<file path="src/rtl/digit_pkg.sv">
// Shared definitions for the digit-count scheduler: FSM encoding, divisor and default sizes.
package digit_pkg;

    localparam logic [1:0] ST_IDLE = 2'd0;
    localparam logic [1:0] ST_RUN  = 2'd1;
    localparam logic [1:0] ST_DONE = 2'd2;

    localparam int unsigned DIV_CONST = 10;

    localparam int unsigned DEF_NREQ = 4;
    localparam int unsigned DEF_W    = 32;
    localparam int unsigned DEF_CW   = 8;

    function automatic int unsigned digit_clog2(input int unsigned n);
        int unsigned r;
        r = 0;
        while ((32'd1 << r) < n) begin
            r++;
        end
        return r;
    endfunction

endpackage

</file>
<file path="src/rtl/digit_count_engine.sv">
// Iterative decimal digit counter: one divide-by-10 per step, cnt tracks completed steps.
module digit_count_engine
    import digit_pkg::*;
#(
    parameter int unsigned W  = DEF_W,
    parameter int unsigned CW = DEF_CW
) (
    input  logic          clk,
    input  logic          rst_n,
    input  logic          load_i,
    input  logic          step_i,
    input  logic [W-1:0]  operand_i,
    output logic [CW-1:0] cnt_o,
    output logic          last_o
);

    logic [W-1:0]  q_q, q_d, q_div;
    logic [CW-1:0] cnt_q, cnt_d;

    assign q_div  = q_q / W'(DIV_CONST);
    assign last_o = (q_div == '0);
    // Count including the step taken this cycle, saturating.
    assign cnt_o  = (cnt_q == '1) ? cnt_q : cnt_q + CW'(1);

    always_comb begin
        q_d   = q_q;
        cnt_d = cnt_q;
        if (load_i) begin
            q_d   = operand_i;
            cnt_d = '0;
        end else if (step_i) begin
            q_d   = q_div;
            cnt_d = cnt_o;
        end
    end

    always_ff @(posedge clk or negedge rst_n) begin
        if (!rst_n) begin
            q_q   <= '0;
            cnt_q <= '0;
        end else begin
            q_q   <= q_d;
            cnt_q <= cnt_d;
        end
    end

endmodule

</file>
<file path="src/rtl/digit_count_scheduler.sv">
// Round-robin arbiter sharing one digit-count engine between NREQ requesters.
module digit_count_scheduler
    import digit_pkg::*;
#(
    parameter int unsigned NREQ = DEF_NREQ,
    parameter int unsigned W    = DEF_W,
    parameter int unsigned CW   = DEF_CW,
    parameter int unsigned IDW  = digit_clog2(NREQ)
) (
    input  logic              clk,
    input  logic              rst_n,
    input  logic [NREQ-1:0]   req_i,
    input  logic [NREQ*W-1:0] num_i,
    output logic [NREQ-1:0]   ack_o,
    output logic              res_valid_o,
    output logic [CW-1:0]     res_count_o,
    output logic [IDW-1:0]    res_id_o,
    output logic              busy_o
);

    logic [1:0]      state_q, state_d;
    logic [IDW-1:0]  ptr_q, ptr_d;
    logic [IDW-1:0]  id_q, id_d;
    logic [NREQ-1:0] ack_q, ack_d;
    logic            valid_q, valid_d;
    logic [CW-1:0]   res_count_q, res_count_d;
    logic [IDW-1:0]  res_id_q, res_id_d;

    logic            grant_found;
    logic [IDW-1:0]  grant_idx, cand;
    logic            load, step, last;
    logic [CW-1:0]   cnt;
    logic [W-1:0]    opnd [NREQ];

    for (genvar g = 0; g < NREQ; g++) begin : g_opnd
        assign opnd[g] = num_i[g*W +: W];
    end

    // First pending requester strictly after the last served one, with wrap.
    always_comb begin
        grant_found = 1'b0;
        grant_idx   = '0;
        cand        = '0;
        for (int unsigned k = 1; k <= NREQ; k++) begin
            cand = IDW'((32'(ptr_q) + k) % NREQ);
            if (!grant_found && req_i[cand]) begin
                grant_found = 1'b1;
                grant_idx   = cand;
            end
        end
    end

    always_comb begin
        state_d     = state_q;
        ptr_d       = ptr_q;
        id_d        = id_q;
        ack_d       = '0;
        valid_d     = 1'b0;
        res_count_d = res_count_q;
        res_id_d    = res_id_q;
        load        = 1'b0;
        step        = 1'b0;
        case (state_q)
            ST_IDLE: begin
                if (grant_found) begin
                    load    = 1'b1;
                    id_d    = grant_idx;
                    state_d = ST_RUN;
                end
            end
            ST_RUN: begin
                step = 1'b1;
                if (last) begin
                    state_d     = ST_DONE;
                    valid_d     = 1'b1;
                    ack_d       = NREQ'(1) << id_q;
                    res_count_d = cnt;
                    res_id_d    = id_q;
                end
            end
            ST_DONE: begin
                ptr_d   = id_q;
                state_d = ST_IDLE;
            end
            default: state_d = ST_IDLE;
        endcase
    end

    always_ff @(posedge clk or negedge rst_n) begin
        if (!rst_n) begin
            state_q     <= ST_IDLE;
            ptr_q       <= IDW'(NREQ - 1);
            id_q        <= '0;
            ack_q       <= '0;
            valid_q     <= 1'b0;
            res_count_q <= '0;
            res_id_q    <= '0;
        end else begin
            state_q     <= state_d;
            ptr_q       <= ptr_d;
            id_q        <= id_d;
            ack_q       <= ack_d;
            valid_q     <= valid_d;
            res_count_q <= res_count_d;
            res_id_q    <= res_id_d;
        end
    end

    digit_count_engine #(
        .W  (W),
        .CW (CW)
    ) u_engine (
        .clk       (clk),
        .rst_n     (rst_n),
        .load_i    (load),
        .step_i    (step),
        .operand_i (opnd[grant_idx]),
        .cnt_o     (cnt),
        .last_o    (last)
    );

    assign ack_o       = ack_q;
    assign res_valid_o = valid_q;
    assign res_count_o = res_count_q;
    assign res_id_o    = res_id_q;
    assign busy_o      = (state_q != ST_IDLE);

endmodule
</file>
<file path="config.mk">
export PLATFORM = sky130hd
export DESIGN_NAME = digit_count_scheduler
export DESIGN_NICKNAME = d
export VERILOG_FILES = /design/src/rtl/digit_pkg.sv /design/src/rtl/digit_count_engine.sv /design/src/rtl/digit_count_scheduler.sv
export SDC_FILE = /design/constraint.sdc
export NUM_CORES = 1
export LEC_CHECK = 0
export CORE_ASPECT_RATIO = 0.9
export CORE_MARGIN = 2
export CORE_UTILIZATION = 50
export CTS_CLUSTER_DIAMETER = 150
export DETAILED_ROUTE_END_ITERATION = 10
export PLACE_DENSITY = 0.74
export SYNTH_ARGS = -nofsm -noshare
export SYNTH_HDL_FRONTEND = slang
export SYNTH_SLANG_ARGS = --single-unit
</file>
<file path="constraint.sdc">
create_clock -name clk -period 11.7 [get_ports clk]
set_input_delay 1.17 -clock clk [delete_from_list [all_inputs] [get_ports clk]]
set_output_delay 1.17 -clock clk [all_outputs]
set_load 0.005 [all_outputs]
</file>
Word-level counts from Yosys, hierarchy flattened:

Cells that the tools add are included.
W data, S select, Z words.

* input bits: 134
* logic and storage cells: 74
* output and inout port bits: 16
* register bits after elaboration: 61

* shift operators: 1
* magnitude comparators: 5
* muxes and demuxes: 34
* add/sub/neg operators: 5
* reduce and logical (&&, ||, !) cells: 13
* eq/ne operators: 5
* divide/modulo/power cells: 1
* bitwise logic cells: 1

Operators by type and width (count)
* $mux W32: 4
* $bmux W32 S2: 1
* $div A32 B4 Y32 const B: 1
* $logic_not A32 Y1: 1
* $mux W8: 3
* $mux W1: 13
* $lt A2 B3 Y1 const B: 4
* $mux W2: 6
* $add A8 B1 Y8 const B: 1
* $bmux W1 S2: 4
* $eq A8 B8 Y1 const B: 1
* $mux W4: 2
* $reduce_and A2 Y1: 3
* $add A2 B1 Y2 const B: 2
* $add A2 B2 Y2 const B: 2
* $ne A2 B2 Y1 const B: 2
* $pmux W2 S2: 1
* $reduce_bool A2 Y1: 2
* $shl A1 B2 Y4 const A: 1
* $ge A3 B3 Y1 const B: 1
* $logic_and A1 B1 Y1: 3
* $logic_not A1 Y1: 3
* $not A2 Y3: 1
* $eq A2 B1 Y1 const B: 1
* 2 further kinds: 2

Logic depth before layout (Yosys ltp):

Gate-level depths: netlist (run 1).

* word-level depth: 18
* gate-level depth with buffers: 49
* gate-level depth less buffers: 37

By module:

Synthesis (run 1) repeated with hierarchy kept, for this count alone.

* cell total of the unflattened synthesis: 1163
* area, all modules: 9024.9 um^2

By module, submodules not included
* digit_count_engine: instances 1, area each 7013.0 um^2, sequential area each 975.9 um^2, cells an instance 974
* digit_count_scheduler: instances 1, area each 2011.9 um^2, sequential area each 528.0 um^2, cells an instance 189

Worst setup path before layout (run 1):

OpenSTA, ideal clock, no wires.

* kind: flip-flop to flip-flop
* start point: register u_engine.q_q[31]
* end point: register res_count_q[6], in the netlist res_count_o[6]
* setup time: 125 ps
* path buffers: 6
* period minus slack after synthesis: 10815 ps
* cell stages (with the launch flop): 43
* arrival: 10690 ps
* data required time: 11575 ps
* path slack: 885 ps
* cells stage by stage: dfrtp_1 buf_6 or4b_4 o22ai_2 o31ai_1 a31o_1 buf_6 a21boi_2 o211a_1 a2111oi_2 nand4_1 nor3_2 a221oi_1 o21bai_2 mux2_2 or3_4 mux2i_2 nand3_2 [7 not listed] buf_6 xnor2_2 a311oi_1 a2111oi_4 mux2i_1 nor2_1 or3_4 a2111oi_4 or4bb_1 o21ai_2 or4_1 nand4_2 o2bb2ai_4 mux2_2 a21oi_2 o211ai_4 buf_6 mux2_4

* longest elaborated chain between the ends: 3

Ends and longest elaborated chain
* from (decl): RTL line digit_count_engine.sv:17 `logic [W-1:0] q_q, q_d, q_div;`
* from (signal assigned): RTL line digit_count_engine.sv:42 `q_q <= q_d;`
* $div A32 B4 Y32: RTL line digit_count_engine.sv:20 `assign q_div = q_q / W'(DIV_CONST);`
* $logic_not A32 Y1: RTL line digit_count_engine.sv:21 `assign last_o = (q_div == '0);`
* $reduce_and A2 Y1 (no line)
* to (signal assigned): RTL line digit_count_scheduler.sv:104 `res_count_q <= res_count_d;`
* to (decl): RTL line digit_count_scheduler.sv:26 `logic [CW-1:0] res_count_q, res_count_d;`

No other way between the ends.
A chain may end at the register's enable or synchronous reset.

Worst setup path after layout (run 1):

* start point: register u_engine.q_q[29]
* end point: register res_count_q[3], in the netlist res_count_o[3]

Same word-level chain as after synthesis.

==> results of run 1 <==
[worst max-delay path: cells and delay by family (launching register included)]
kind,cells,cell delay [ns]
muxes,5,1.43
DFF,1,0.44
buffers and inverters,9,1.53
and+or+nand+nor,10,2.59
AOI/OAI and AO/OA,22,5.56
[how the worst min path moves through the flow]
stage | startpoint | end | slack [ns] | cells after the start
floorplan | id_q[1]$_DFFE_PN0P_ | ack_o[0]$_DFF_PN0_ | 0.47 | 1
finish | res_count_o[5]$_DFFE_PN0P_ | res_count_o[5]$_DFFE_PN0P_ | 0.50 | 1
global route | res_id_o[0]$_DFFE_PN0P_ | res_id_o[0]$_DFFE_PN0P_ | 0.52 | 1
CTS | res_id_o[0]$_DFFE_PN0P_ | res_id_o[0]$_DFFE_PN0P_ | 0.50 | 1
detailed placement | res_count_o[5]$_DFFE_PN0P_ | res_count_o[5]$_DFFE_PN0P_ | 0.49 | 1
global placement | res_count_o[5]$_DFFE_PN0P_ | res_count_o[5]$_DFFE_PN0P_ | 0.48 | 1
[state kept, by name, indices dropped and copies added (netlist names)]
register and count:
u_engine.q_q 31, res_count_o 8, u_engine.cnt_q 8, ack_o 4, id_q 2, ptr_q 2
res_id_o 2, state_q 2, res_valid_o 1
[layer usage]
| metal | wire length (µm) | GRT usage, % | part of all wire [%] | vias to the layer above |
|---|---|---|---|---|
| li1 | - | - | - | 5814 |
| met2 | 18400 | 54.6 | 47 | 804 |
| met3 | 3940 | 5.28 | 9.9 | 111 |
| met1 | 16200 | 46.3 | 41 | 6156 |
| met5 | 13 | 0 | 0.033 | - |
| met4 | 1020 | 10.0 | 2.6 | 2 |
[cells in the mapped netlist, drive strengths merged (14+ instances only)]
cell type  instances  area share (%)
o21ai             98             5.0
nor3              41             2.4
a31oi             15            0.95
inv               28             1.1
nand2             95             3.6
mux2i             73             7.5
xnor2             24             2.2
a22oi             20             1.7
mux2              26             3.2
a21oi             56             3.0
clkbuf            73             2.8
buf               44             2.9
nand3             42             2.2
nor4              35             2.4
nor2              96             3.7
o211ai            31             2.7
dfrtp             58              15
o22ai             32             2.1
a211oi            14             1.2
nand4             29             1.9
[kinds of logic (layout without fill, tap and decap cells)]
family          count (synthesis)  count (layout)  share of synthesized area (%)
compound gates                474             476                           37.8
simple gates                  440             440                           23.6
buf+inv                       154             532                           7.02
mux                           109             109                           12.9
flops                          60              60                           15.2
xor+xnor                       31              31                           3.09
fa+ha+maj                       3               3                          0.328
[through the flow]
stage               TNS [ns]  hold WS [ns]  cells  worst slack [ns]
floorplan                  0         0.467   1271             0.885
global placement      -0.172         0.483   1836           -0.0278
detailed placement     -3.57         0.489   1836            -0.285
CTS                        0         0.501   1854           0.00370
global route           -5.75         0.522   1901            -0.398
finish               -0.0129         0.498   1901           -0.0129
[cells in the final DEF (no fill, tap or decap), drive strengths merged, types with 15 or more instances in the layout]
cell type        n
o21ai           99
a22oi           20
mux2i           73
inv             28
mux2            26
o22ai           32
nor4            35
nor3            41
dfrtp           58
nor2            96
buf            334
nand3           42
a21oi           56
a31oi           15
nand4           29
xnor2           24
o211ai          31
clkdlybuf4s50  144
nand2           95
[what timing repair did]
item                                    in CTS  in global routing
endpoints found under the setup margin      18                 18
cloned                                       1                  3
pin swaps                                    2                 62
setup buffers                                1                 53
gates resized for setup                     21                167
[cell type report]
cell class                 instances  area, µm²
multi-input combinational       1059       8640
fill                            1326       4350
timing repair buffer             479       4060
sequential                        60       1510
tap                              250        313
clock buffer                      13        260
inverter                          37        139
clock inverter                     3       68.8
==> impl_results.md, run 1 <==
- Clk root buf: clkbuf_16
- Clock Latency Late Sink: approximately 0.34 ns
- Arrival @ worst endpoint: 11.93 ns
- Worst Tran Pin Value: 1.19 ns
- Mapped cell area: 9920 µm²
- DR WL/cell: 20.8 µm
- Commonest register cell after synthesis: dfrtp_1
- Slowest CP cell: a2111oi_4
- Synth Warn #: 0
- Seq/Total Area, Yosys: 15.2%
- Crit path to: res_count_o[3]$_DFFE_PN0P_
- Total Routing Usage GR: 33.6%
- Clock Skew: 0.0108 ns
- Status: finished, violations left
- R2R Setup Slk: -0.01 ns
- RSZ-0062 raised after global routing: yes
- Async SR Flop Fraction: 100%
- Final hold violations: 0
- Worst Setup SP: u_engine.q_q[29]$_DFFE_PN0P_
- First-pass GRT wire length: 58,500 µm
- Die H: 138 µm
- Synthesis-to-layout area growth: 51.1%
- Longest Clk Path Bufs: 2
- Via Count: 12,900
- GPL Wtd Cong: 0.978
- Req. time, crit path: about 12 ns
- Max-slew headroom: 20.7%
- Detail Route Antenna Nets: 0
- Post-Syn Area per Cell: 7.81 µm²
- Num Clock Sinks: 60
- Die area: 21,000 µm²
- MaxCap Viol Count: 0
- Initial core utilization: a little over 50%
- Initial antenna violation count: 1
- CTS H-tree depth: 3
- Layout Utilization: 77.5%
- Area after DPL: 13,300 µm²
- Fmax: approximately 0.085 GHz
- Nets: 1,781
- Final WS setup: -0.0129 ns
- Pins over their slew limit: 0
- Core Region: 19,300 µm²
- Final instance area: 15,000 µm²
- Hold_buf cts: 0
- Final worst-path cycle share: 100%
- Site Rows: 48
- Dpl hpwl: 26,900 µm
- Cells after synthesis: about 1,300
- Cts bufs inserted: 9
- Number of enable-type register cells in the synthesized netlist: 0
- Final wirelength: around 40,000 µm
- Antenna Cells: 0
- Crit path largest cell delay: 0.60 ns
- Critical Path Source Type: flip-flop
- Global route total overflow: 0
- Crit Path Class: reg2reg
- Worst R2R End: res_count_o[3]$_DFFE_PN0P_
- Critical path's most frequent cell: buf_4
- Largest net degree at the start of global routing: between 60 and 70
- Syn nets: 1,406
- First-pass DRT Iterations: 6
- Reg2reg start: u_engine.q_q[29]$_DFFE_PN0P_
- Worst Path Max Fanout: 7
- Failing checks: setup timing
- Reg clk slew, reported paths: 0.06 ns
- Final setup viols: 1
- #FFs+latches synth: 60
- Layout cells sized above 1: 35.0%
- # DRC: 0
- Post-synthesis cell type count: about 130
- Die width: 152 µm
- Port Buf Inserts: around 150
- Fin crit period: 11.71 ns
- Total I/O pin count: 150
- Initial DRC count: 1,514
- CP Capture Type: flip-flop
- Worst min path class: reg2reg
- Vias in the first global route: 11,600
- CTS tree: done
- Via/cell ratio: between 6 and 7
- Cells on worst reg2reg path: 46
Power of run 1 is left out: the tool's default activity adds up to more than one toggle a clock period on the data nets, which glitch-free logic cannot reach.
==> run 2, diff against run 1 <==
--- a/config.mk
+++ b/config.mk
@@ -8,6 +8,7 @@
 export CORE_ASPECT_RATIO = 0.9
 export CORE_MARGIN = 2
 export CORE_UTILIZATION = 50
+export CTS_BUF_LIST = sky130_fd_sc_hd__clkbuf_4 sky130_fd_sc_hd__clkbuf_8
 export CTS_CLUSTER_DIAMETER = 150
 export DETAILED_ROUTE_END_ITERATION = 10
 export PLACE_DENSITY = 0.74
==> run 2 against run 1 <==
Against the previous run:
- the run still ends with setup timing left
- critical path depth up 3
- global-route usage down 0.24 points
- count of clock-buffer cells in the layout stayed put
- first-iteration DRC count up 13%
- cell count grew 0.95%
- register-to-register slack worse by 0.18 ns
- clock skew rose by 0.0093 ns
- final area is 1.2% higher
- core utilization grew 0.90 points
- routed wire length up 4.1%
- fmax down 1.5%
- flip-flop and latch count did not move
- highest routed layer is now met4
==> impl_results.md, run 2 (synthesis gave the netlist of run 1 again) <==
- Max-slew headroom: 21.5%
- Hold_buf cts: 0
- Failing checks: setup timing
- Pins over their slew limit: 0
- Top reg by flops: u_engine.q_q
- Worst Tran Pin Value: 1.18 ns
- Cts bufs inserted: 9
- Die width: 152 µm
- Dpl cells: 1,836
- Nets: 1,799
- Initial core utilization: 51.3%
- Fmax: 0.0841 GHz
- Layout Utilization: 78.4%
- Final wirelength: 41,200 µm
- Non-filler cells, final: 1,919
- Global route total overflow: 0
- CP Capture Type: flip-flop
- Worst min path class: reg2reg
- Synthesis-to-layout area growth: 52.8%
- Clock Latency Late Sink: approximately 0.37 ns
- Dpl hpwl: 26,900 µm
- Antenna Cells: 0
- Clock Skew: 0.0201 ns
- Final WS setup: -0.193 ns
- MaxCap Viol Count: 0
- Die area: 21,000 µm²
- Most frequent cells in the layout: buf_4 (322), clkdlybuf4s50_1 (144), nand2_1 (91)
- GPL Wtd Cong: 0.978
- Worst Path Max Fanout: 6
- Max FFs per register: 31
- Status: finished, violations left
- Total Routing Usage GR: roughly a third
- Vias in the first global route: 11,500
- Port Buf Inserts: 145
- Total I/O pin count: 150
- Critical Path Source Type: flip-flop
- Initial DRC count: 1,705
- Crit Path Class: reg2reg
- Hold slack: 0.504 ns
- DR WL/cell: 21.5 µm
- Crit path largest cell delay: 0.59 ns
- Most common cell after layout, fill and taps aside: buf_4
- Reg clk slew, reported paths: roughly 0.080 ns
- CTS H-tree depth: 3
- First-pass GRT wire length: 58,200 µm
- Die H: approximately 140 µm
- Final hold violations: 0
- Slowest CP cell: or4bb_4
- Detail Route Antenna Nets: 0
- CTS tree: done
- Final worst-path cycle share: 102%
- RSZ-0062 raised after global routing: yes
- Layout cells sized above 1: 36.8%
- Critical path's most frequent cell: buf_4
- Final setup viols: 16
- Core Region: just under 20,000 µm²
- First-pass DRT Iterations: 7
- Initial antenna violation count: 0
- Via Count: between 10,000 and 15,000
- Arrival @ worst endpoint: 12.14 ns
- Via/cell ratio: 6.87
- Longest Clk Path Bufs: 2
- Num Clock Sinks: 60
- Site Rows: 48
- # DRC: 0
- Fin crit period: 11.89 ns
- Largest net degree at the start of global routing: 61
- Req. time, crit path: 11.95 ns
- Clk root buf: clkbuf_8
-- run 2: area by class of cell --
class / instances / area, µm²
clock buffer: 13 / 166
clock inverter: 3 / 68.8
fill: 1320 / 4170
inverter: 37 / 139
multi-input combinational: 1059 / 8740
sequential: 60 / 1510
tap: 250 / 313
timing repair buffer: 497 / 4230
-- run 2: stage by stage --
stage / setup TNS [ns] / worst slack (ns) / cell area (µm²)
floorplan: 0 / 0.885 / 9920
global placement: -0.172 / -0.0278 / 13300
detailed placement: -3.57 / -0.285 / 13300
CTS: 0 / 0.00350 / 13700
global route: -6.38 / -0.418 / 15200
finish: -1.95 / -0.193 / 15200
-- run 2: layer usage --
| layer | track usage, % | part of all wire (%) | routed length [µm] | up-vias |
|---|---|---|---|---|
| li1 | - | - | - | 5837 |
| met1 | 46.4 | 40 | 16300 | 6272 |
| met2 | 53.9 | 47 | 19200 | 892 |
| met3 | 5.22 | 10 | 4260 | 180 |
| met4 | 9.57 | 3.4 | 1420 | 0 |
| met5 | 0 | 0 | 0 | - |
-- run 2: timing repair --
action                     CTS  global route
buffers inserted             2            62
gates cloned                 1             4
pin swaps                    4            93
hold endpoints to repair     0             0
setup endpoints to repair   18            18
resized for setup           16           197
-- run 2: critical path, delay by kind of cell (launching register included) --
family / cells / cell delay [ns]
DFF: 1 / 0.44
AOI/OAI and AO/OA: 20 / 4.88
buffers and inverters: 13 / 2.23
and+or+nand+nor: 9 / 2.33
muxes: 7 / 1.86
-- run 2: worst paths after layout --
path / to / depth (start not counted) / from / slack (ns)
setup / recovery: res_count_o[6]$_DFFE_PN0P_ / 49 / u_engine.q_q[29]$_DFFE_PN0P_ / -0.19
hold / removal: res_count_o[5]$_DFFE_PN0P_ / 1 / res_count_o[5]$_DFFE_PN0P_ / 0.50
setup reg to reg: res_count_o[6]$_DFFE_PN0P_ / 49 / u_engine.q_q[29]$_DFFE_PN0P_ / -0.19
hold reg to reg: res_count_o[5]$_DFFE_PN0P_ / 1 / res_count_o[5]$_DFFE_PN0P_ / 0.50
max in group asynchronous: u_engine.q_q[30]$_DFFE_PN0P_ / 2 / rst_n / 10.16
min in group asynchronous: u_engine.q_q[26]$_DFFE_PN0P_ / 2 / rst_n / 0.97
Power of run 2 is left out for the same reason.
==> run 3, diff against run 2 <==
--- a/config.mk
+++ b/config.mk
@@ -6,7 +6,6 @@
 export NUM_CORES = 1
 export LEC_CHECK = 0
 export CORE_ASPECT_RATIO = 0.9
-export CORE_MARGIN = 2
 export CORE_UTILIZATION = 50
 export CTS_BUF_LIST = sky130_fd_sc_hd__clkbuf_4 sky130_fd_sc_hd__clkbuf_8
 export CTS_CLUSTER_DIAMETER = 150
==> run 3 against run 2 <==
Against the previous run:
- the run still ends with setup timing left
- fmax decreased by 0.92%
- final area decreased by 0.88%
- critical path depth increased by 2
- via count increased by 0.90%
- critical path type unchanged
- largest cell class unchanged
==> impl_results.md, run 3 (synthesis gave the netlist of run 1 again) <==
- Core Region: 19,300 µm²
- Cts bufs inserted: 9
- First-pass GRT wire length: approximately 59,000 µm
- DR WL/cell: 22.2 µm
- Vias in the first global route: about 11,000
- Crit path largest cell delay: 0.57 ns
- Reg2reg start: u_engine.q_q[27]$_DFFE_PN0P_
- First-pass DRT Iterations: 7
- Initial core utilization: 51.5%
- Nets: 1,790
- Hold_buf cts: 0
- Layout Utilization: 78.0%
- Site Rows: 48
- Port Buf Inserts: 145
- Worst Setup SP: u_engine.q_q[27]$_DFFE_PN0P_
- GPL Wtd Cong: 0.950
- Via Count: 13,300
- Total I/O pin count: 150
- Max FFs per register: 31
- Clock Skew: approximately 0.027 ns
- MaxCap Viol Count: 0
- CTS tree: done
- Req. time, crit path: roughly 12 ns
- Slowest CP cell: o41ai_4
- Hold Path Origin: id_q[1]$_DFFE_PN0P_
- Worst Tran Pin Value: 1.19 ns
- Status: finished, violations left
- Most common cell after layout, fill and taps aside: buf_4
- Fmax: 0.0833 GHz
- # DRC: 0
- Layout cells sized above 1: 35.8%
- Top reg by flops: u_engine.q_q
- Hold slack: 0.528 ns
- Fin crit period: 12.00 ns
- Arrival @ worst endpoint: 12.25 ns
- Die width: 150 µm
- Critical Path Source Type: flip-flop
- Final WS setup: -0.304 ns
- Clock Latency Late Sink: just under 0.4 ns
- Pre-CTS setup slack: -0.278 ns
- Crit Path Class: reg2reg
- Total Routing Usage GR: 35.8%
- Initial DRC count: ~1,700
- R2R Setup Slk: -0.30 ns
- Final setup viols: 18
- Clk root buf: clkbuf_8
- Synthesis-to-layout area growth: 51.5%
- Antenna Cells: 0
- Detail Route Antenna Nets: 0
- Worst Path Max Fanout: 7
- Failing checks: setup timing
- Die area: 20,400 µm²
- Fin Setup TNS: -4.09 ns
- Pins over their slew limit: 0
- Die H: 136 µm
- CTS H-tree depth: 3
- Initial antenna violation count: 0
- Final hold violations: 0
- Longest Clk Path Bufs: 2
- Final worst-path cycle share: 103%
- Via/cell ratio: 6.96
- Global route total overflow: 0
- Num Clock Sinks: 60
- Final wirelength: 42,300 µm
- Dpl hpwl: roughly 27,000 µm
- CP Capture Type: flip-flop
- Critical path's most frequent cell: buf_4
- Worst min path class: reg2reg
- Max-slew headroom: a little over a fifth
- Largest net degree at the start of global routing: between 60 and 70
- Most frequent cells in the layout: buf_4 (321), clkdlybuf4s50_1 (144), nand2_1 (92)
- Reg clk slew, reported paths: 0.07 ns
run 3: cell count changes in the layout (fill, tap and decap cells not counted), sizes merged:
cell	change
a2111oi	-1
buf	-10
clkbuf	+1
clkinv	-1
clkinvlp	+1
o211ai	+1
run 3: worst paths after layout:
path	cells after the start	end
max reg2reg	51	res_count_o[4]$_DFFE_PN0P_
max	51	res_count_o[4]$_DFFE_PN0P_
min	1	ack_o[0]$_DFF_PN0_
min reg2reg	1	ack_o[0]$_DFF_PN0_
min in group asynchronous	2	state_q[0]$_DFFE_PN0P_
max in group asynchronous	2	u_engine.q_q[30]$_DFFE_PN0P_
run 3: metal layers:
metal / vias to the layer above / share of wire (%) / track usage (%)
met4: 0 / 3.7 / 8.02
met5: - / 0 / 0
met3: 198 / 11 / 6.16
met2: 964 / 46 / 56.9
met1: 6311 / 39 / 50.3
li1: 5826 / - / -
run 3: critical path: cells and delay by family, from the launching register on:
kind            cells  cell delay [ns]
simple gates       13             2.08
flops               1             0.49
compound gates     19             5.36
mux                 3             0.99
xor+xnor            2             0.54
buf+inv            14             2.41
run 3: timing repair:
action,in CTS,in global routing
endpoints found under the setup margin,18,18
buffers inserted,8,65
cloned,1,3
gates resized for setup,13,182
hold endpoints to repair,0,0
pin swaps,11,87
run 3: layout make-up:
class	instances	area [µm²]
Tap cell	250	313
Inverter	37	139
Fill cell	1282	4250
Clock inverter	3	67.6
Sequential cell	60	1510
Timing Repair Buffer	488	4150
Multi-Input combinational cell	1059	8680
Clock buffer	13	173
run 3: stage by stage:
step	instance area, µm²	instances
finish	15000	1910
global route	15000	1910
CTS	13600	1843
detailed placement	13200	1818
floorplan	9920	1271
global placement	13200	1818
Power of run 3 is left out for the same reason.
